### src/rtl/vm_vend_ctrl.sv
// Vending transaction sequencer: coin credit, one-hot selection check, stock table, change and session timeout.
// Latency: ok sampled in CREDIT -> vend_pulse 2 cycles later -> change valid 3 cycles after ok; all outputs registered.
// No backpressure: inputs are single-cycle pulses; coins arriving while busy or at saturation are flagged via coin_reject.
module vm_vend_ctrl #(
    parameter int NUM_ITEMS   = 8,
    parameter int CREDIT_MAX  = 99,
    parameter int TIMEOUT_CYC = 50_000_000,
    parameter int STOCK_INIT  = 7
) (
    input  logic                   clk,
    input  logic                   rst,
    input  logic                   coin,
    input  logic [NUM_ITEMS-1:0]   choice,
    input  logic                   ok,
    input  logic                   cancel,
    input  logic                   restock,
    input  logic [4*NUM_ITEMS-1:0] item_price,
    output logic [6:0]             credit,
    output logic [6:0]             consume,
    output logic [6:0]             change,
    output logic [NUM_ITEMS-1:0]   stock_led,
    output logic                   vend_pulse,
    output logic [2:0]             vend_item,
    output logic                   coin_reject,
    output logic                   err,
    output logic                   busy
);

    // Timeout counter only needs to reach TIMEOUT_CYC-1.
    localparam int              TW       = (TIMEOUT_CYC > 2) ? $clog2(TIMEOUT_CYC) : 1;
    localparam logic [TW-1:0]   TMO_LAST = TW'(TIMEOUT_CYC - 1);
    localparam logic [6:0]      CMAX     = 7'(CREDIT_MAX);
    localparam logic [2:0]      SINIT    = 3'(STOCK_INIT);

    typedef enum logic [2:0] {
        S_IDLE,
        S_CREDIT,
        S_CHECK,
        S_DISPENSE,
        S_CHANGE
    } state_t;

    state_t                        state_q, state_d;
    logic [6:0]                    credit_q, credit_d;
    logic [6:0]                    consume_q, consume_d;
    logic [6:0]                    change_q, change_d;
    logic [NUM_ITEMS-1:0][2:0]     stock_q, stock_d;
    logic [NUM_ITEMS-1:0]          stock_led_q, stock_led_d;
    logic                          vend_pulse_q, vend_pulse_d;
    logic [2:0]                    vend_item_q, vend_item_d;
    logic                          coin_reject_q, coin_reject_d;
    logic                          err_q, err_d;
    logic                          busy_q, busy_d;
    logic [TW-1:0]                 tmo_q, tmo_d;
    logic [NUM_ITEMS-1:0]          sel_q, sel_d;
    logic [2:0]                    idx_q, idx_d;
    logic [3:0]                    price_q, price_d;

    logic [2:0]                    sel_idx;
    logic [3:0]                    sel_price;

    // Encode the selection (lowest set bit) and look up its price; one-hotness is judged later in CHECK.
    always_comb begin
        sel_idx = 3'd0;
        for (int i = NUM_ITEMS - 1; i >= 0; i--) begin
            if (choice[i]) begin
                sel_idx = 3'(i);
            end
        end
        sel_price = item_price[4*int'(sel_idx) +: 4];
    end

    // Next-state and next-output logic for the transaction FSM and the stock table.
    always_comb begin
        state_d       = state_q;
        credit_d      = credit_q;
        consume_d     = consume_q;
        change_d      = change_q;
        stock_d       = stock_q;
        vend_pulse_d  = 1'b0;
        vend_item_d   = vend_item_q;
        coin_reject_d = 1'b0;
        err_d         = 1'b0;
        tmo_d         = tmo_q;
        sel_d         = sel_q;
        idx_d         = idx_q;
        price_d       = price_q;

        case (state_q)
            S_IDLE: begin
                if (coin) begin
                    credit_d  = 7'd1;
                    consume_d = 7'd0;
                    change_d  = 7'd0;
                    tmo_d     = '0;
                    state_d   = S_CREDIT;
                end
                if (restock) begin
                    for (int i = 0; i < NUM_ITEMS; i++) begin
                        stock_d[i] = SINIT;
                    end
                end
            end
            S_CREDIT: begin
                if (coin) begin
                    // A coin always restarts the idle window, even when it cannot be accepted.
                    tmo_d = '0;
                    if (credit_q < CMAX) begin
                        credit_d = credit_q + 7'd1;
                    end else begin
                        coin_reject_d = 1'b1;
                    end
                end else if (cancel) begin
                    state_d = S_CHANGE;
                end else if (ok) begin
                    sel_d   = choice;
                    idx_d   = sel_idx;
                    price_d = sel_price;
                    state_d = S_CHECK;
                end else if (tmo_q == TMO_LAST) begin
                    tmo_d   = '0;
                    state_d = S_CHANGE;
                end else begin
                    tmo_d = tmo_q + 1'b1;
                end
            end
            S_CHECK: begin
                if (!$onehot(sel_q) || (price_q == 4'd0) || (stock_q[idx_q] == 3'd0) ||
                    ({3'b000, price_q} > credit_q)) begin
                    err_d   = 1'b1;
                    tmo_d   = '0;
                    state_d = S_CREDIT;
                end else begin
                    state_d = S_DISPENSE;
                end
            end
            S_DISPENSE: begin
                vend_pulse_d    = 1'b1;
                vend_item_d     = idx_q;
                stock_d[idx_q]  = stock_q[idx_q] - 3'd1;
                credit_d        = credit_q - {3'b000, price_q};
                consume_d       = {3'b000, price_q};
                state_d         = S_CHANGE;
            end
            S_CHANGE: begin
                change_d = credit_q;
                credit_d = 7'd0;
                state_d  = S_IDLE;
            end
            default: begin
                state_d = S_IDLE;
            end
        endcase

        // busy_q mirrors CHECK/DISPENSE/CHANGE, so it doubles as the "coin not accepted" window.
        if (coin && busy_q) begin
            coin_reject_d = 1'b1;
        end

        busy_d = (state_d == S_CHECK) || (state_d == S_DISPENSE) || (state_d == S_CHANGE);
        for (int i = 0; i < NUM_ITEMS; i++) begin
            stock_led_d[i] = (stock_d[i] != 3'd0);
        end
    end

    // State and registered outputs; reset drops any pending credit without a refund.
    always_ff @(posedge clk or posedge rst) begin
        if (rst) begin
            state_q       <= S_IDLE;
            credit_q      <= 7'd0;
            consume_q     <= 7'd0;
            change_q      <= 7'd0;
            for (int i = 0; i < NUM_ITEMS; i++) begin
                stock_q[i] <= SINIT;
            end
            stock_led_q   <= {NUM_ITEMS{SINIT != 3'd0}};
            vend_pulse_q  <= 1'b0;
            vend_item_q   <= 3'd0;
            coin_reject_q <= 1'b0;
            err_q         <= 1'b0;
            busy_q        <= 1'b0;
            tmo_q         <= '0;
            sel_q         <= '0;
            idx_q         <= 3'd0;
            price_q       <= 4'd0;
        end else begin
            state_q       <= state_d;
            credit_q      <= credit_d;
            consume_q     <= consume_d;
            change_q      <= change_d;
            stock_q       <= stock_d;
            stock_led_q   <= stock_led_d;
            vend_pulse_q  <= vend_pulse_d;
            vend_item_q   <= vend_item_d;
            coin_reject_q <= coin_reject_d;
            err_q         <= err_d;
            busy_q        <= busy_d;
            tmo_q         <= tmo_d;
            sel_q         <= sel_d;
            idx_q         <= idx_d;
            price_q       <= price_d;
        end
    end

    assign credit      = credit_q;
    assign consume     = consume_q;
    assign change      = change_q;
    assign stock_led   = stock_led_q;
    assign vend_pulse  = vend_pulse_q;
    assign vend_item   = vend_item_q;
    assign coin_reject = coin_reject_q;
    assign err         = err_q;
    assign busy        = busy_q;

endmodule

### config.mk
export PLATFORM = sky130hd
export DESIGN_NAME = vm_vend_ctrl
export DESIGN_NICKNAME = d
export VERILOG_FILES = /design/src/rtl/vm_vend_ctrl.sv
export SDC_FILE = /design/constraint.sdc
export NUM_CORES = 1
export LEC_CHECK = 0
export ABC_AREA = 1
export CAP_MARGIN = 10
export CORE_MARGIN = 1
export CORE_UTILIZATION = 69
export DETAILED_ROUTE_END_ITERATION = 10
export DONT_BUFFER_PORTS = 1
export HOLD_SLACK_MARGIN = 0.1
export PLACE_DENSITY = 0.88
export SETUP_SLACK_MARGIN = 0.4
export SYNTH_ARGS = -nofsm -noshare
export SYNTH_HDL_FRONTEND = slang
export SYNTH_SLANG_ARGS = --single-unit
### constraint.sdc
create_clock -name clk -period 6.9 [get_ports clk]
set_input_delay 1.035 -clock clk [delete_from_list [all_inputs] [get_ports clk]]
set_output_delay 1.035 -clock clk [all_outputs]
set_load 0.02 [all_outputs]
==> impl_metrics.csv <==
group,metric,value,unit
critical_path,crit_required,7.16,ns
synthesis,syn_avg_cell_area,7.03,um2
floorplanning,core-area,0.00881,mm2
routing,vias,5906,
synthesis,yosysTopAreaCell,"dfrtp_1",
routing,wl_met1,6.31,mm
layout,drive_above_1_share,8.40,%
cts,htreeDepth,3,
synthesis,ys_ff_latch,101,
layout,post-route-util,74.3,%
floorplanning,rows,34,
synthesis,synth_cell_types,41,
synthesis,yosysSeqAreaShare,40.5,%
layout,nFillCells,703,
layout,seqCellArea,0.00257,mm2
sta,fin_crit,4.23,ns
floorplanning,start_util,72.0,%
layout,final_nets,950,
status,status,"finished, violations left",
layout,insertedDiodeCount,0,
critical_path,cp.arrival,4.49,ns
sta,min_period_over_period,61.3,%
cts,cts.sinks,101,
routing,ant_nets,0,
routing,firstDrtPassIters,8,
cts,insertion_delay,0.38,ns
placement,gp_congestion,0.920,
routing,wire_per_inst,15.1,um
synthesis,synthFlopType,"dfrtp_1",
global_routing,antenna_found_initial,0,
routing,top_layer_used,"met4",
routing,avgViaCountPerCell,5.90,
routing,drt_iter0_drc,322,
synthesis,async_reset_ff_share,100,%
status,violations,"design-rule violations",
synthesis,synth-adder-area-share,3.75,%
floorplanning,die_x,97.9,um
sta,rsz0062_at_grt,"no",
cts,post_cts_buffers,0,
placement,io_buffers,0,
layout,multi_input_area,0.00315,mm2
routing,drc,6,
critical_path,rr_endpoint,"tmo_q[21]",
sta,skew,0.0128,ns
synthesis,synth_cells,902,
floorplanning,die_h,97.9,um
synthesis,synth_area,0.00634,mm2
sta,setup_violations,0,
cts,cts.clk_slew.worst_paths,0.11,ns
synthesis,synthTopCellsByCount,"nand2_1 (264), inv_1 (121), nand3_1 (86), nor2_1 (82), o21ai_0 (74)",
cts,clock_path_buffers,2,
job,maxCapViolations,0,
layout,syn2layout_area_growth,3.20,%
critical_path,cp-startpoint,"sel_q[0]",
cts,ctsResizeCount,0,
min_path,hold_start,"sel_q[0]",
synthesis,synth_compound_area_share,10.2,%
global_routing,grt_usage,33.0,%
sta,tightest_slew,0.991,ns
floorplanning,dieArea,0.00958,mm2
power,peakVddDrop,0.245,mV
global_routing,overflow,0,
cts,tritoncts,"done",
min_path,min_path_type,"reg -> reg",
synthesis,synth.area.top_cells,"dfrtp_1 (27%), nand2_1 (16%), dfstp_2 (13%), inv_1 (7.2%), nand3_1 (6.8%)",
synthesis,ys_warn_count,0,
routing,wl_met3,963,um
synthesis,yosysTopAreaCellShare,27.2,%
sta,drv_slew,0,
synthesis,synth-simple-area-share,34.4,%
power,power_density,331,mW/mm2
placement,dp.final_hpwl,11.1,mm
synthesis,synth_top_family_by_area,"simple AND/OR/NAND/NOR gates",
synthesis,synth_edf_count,0,
power,p_leak,0.00306,uW
critical_path,ff2ff_path_depth,17,
sta,tns,0,ns
sta,hold_viol_final,0,
cts,cts-buffers-inserted,9,
global_routing,grt_pass1_wl,25.7,mm
min_path,min_path_cells,2,
cts,postCtsHoldBufs,0,
critical_path,cp-end-kind,"register",
floorplanning,ios,82,
critical_path,r2r_setup_slack,2.67,ns
sta,fmax,236,MHz
routing,wl,15.1,mm
global_routing,grt_pass1_vias,5595,
cts,cts_root_buf,"clkbuf_8",
synthesis,synth_most_common_cell,"nand2_1",
critical_path,setup.worst_path.class,"reg -> reg",
critical_path,crit_path_start_kind,"register",
critical_path,path_max_fanout,40,
min_path,whs_endpoint,"sel_q[0]",
synthesis,synthXorXnorAreaFrac,1.11,%
synthesis,synth.area.mux_share,0,%
critical_path,r2r_start,"sel_q[0]",
sta,max_slew_margin,33.9,%
routing,met2_length,7.67,mm
global_routing,grt_max_degree,62,
-- area by class of cell --
cell class | count | share of cell area [%]
Clock buffer | 9 | 1.89
Timing Repair Buffer | 2 | 0.229
Clock inverter | 7 | 0.994
Tap cell | 108 | 2.07
Inverter | 130 | 7.50
Sequential cell | 101 | 39.2
Multi-Input combinational cell | 644 | 48.1
-- through the flow --
step / total power [uW] / hold slack [ns] / setup WS (ns) / cell area [um2] / instances
2_1_floorplan: 1570 / 0.453 / 3.27 / 6350 / 904
3_3_place_gp: 1720 / 0.469 / 2.86 / 6350 / 985
3_5_place_dp: 1790 / 0.476 / 2.73 / 6350 / 985
4_1_cts: 2150 / 0.502 / 2.68 / 6540 / 1001
5_1_grt: 2330 / 0.533 / 2.35 / 6540 / 1001
6_report: 2160 / 0.502 / 2.67 / 6540 / 1001
-- power by group --
part / total [uW] / switching (uW) / internal (uW) / leakage, uW
Clock: 372 / 231 / 141 / 0.000101
Sequential: 823 / 137 / 687 / 0.00127
Combinational: 968 / 667 / 301 / 0.00169
Total: 2160 / 1040 / 1130 / 0.00306
-- worst max-delay path by stage --
stage / end / slack [ns] / cells past startpoint
after floorplan: busy / 3.27 / 1
after global placement: tmo_q[20] / 2.86 / 17
after detailed placement: tmo_q[22] / 2.73 / 17
after CTS: tmo_q[22] / 2.68 / 17
after global routing: tmo_q[21] / 2.35 / 17
final: tmo_q[21] / 2.67 / 17
-- cells by family after synthesis --
family,Yosys count
compound gates,116
flops,101
buf+inv,159
other cells,1
simple gates,501
fa+ha+maj,16
xor+xnor,8
-- state kept, by name (all words and copies together) (netlist names) --
name / count
tmo_q: 26
busy: 1
credit: 7
price_q: 4
idx_q: 3
stock_led: 8
consume: 4
err: 1
change: 7
vend_pulse: 1
vend_item: 3
sel_q: 8
state_q: 3
coin_reject: 1
stock_q: 24
-- layout by cell type, fill, tap and decap left out, types with 11 or more instances in the layout --
cell / Yosys / layout
a21oi_1: 14 / 14
dfrtp_1: 69 / 69
dfstp_2: 32 / 32
ha_1: 11 / 11
inv_1: 121 / 120
nand2_1: 264 / 264
nand3_1: 86 / 86
nand4_1: 18 / 18
nor2_1: 82 / 82
nor3_1: 21 / 21
o21ai_0: 74 / 74
-- critical path, stage by stage (launching register included) --
cell and delay [ns]:
dfrtp_1 0.36, inv_1 0.06, fa_1 0.55, fa_1 0.43, fa_1 0.44, inv_1 0.08
ha_1 0.17, inv_1 0.06, fa_1 0.47, nand2_1 0.05, nor2_1 0.09, nand2_1 0.06
a21oi_1 0.18, nand4_2 0.14, nand2_2 0.53, inv_2 0.25, nand2_1 0.12, nand2_1 0.06
-- metal layers --
metal / vias to the layer above / global-route usage, %
met1: 2764 / 41.6
met3: 21 / 5.01
li1: 2878 / -
met2: 243 / 58.2
met5: - / 0
met4: 0 / 11.0
No activity file was read; power rests on OpenSTA's default activity.
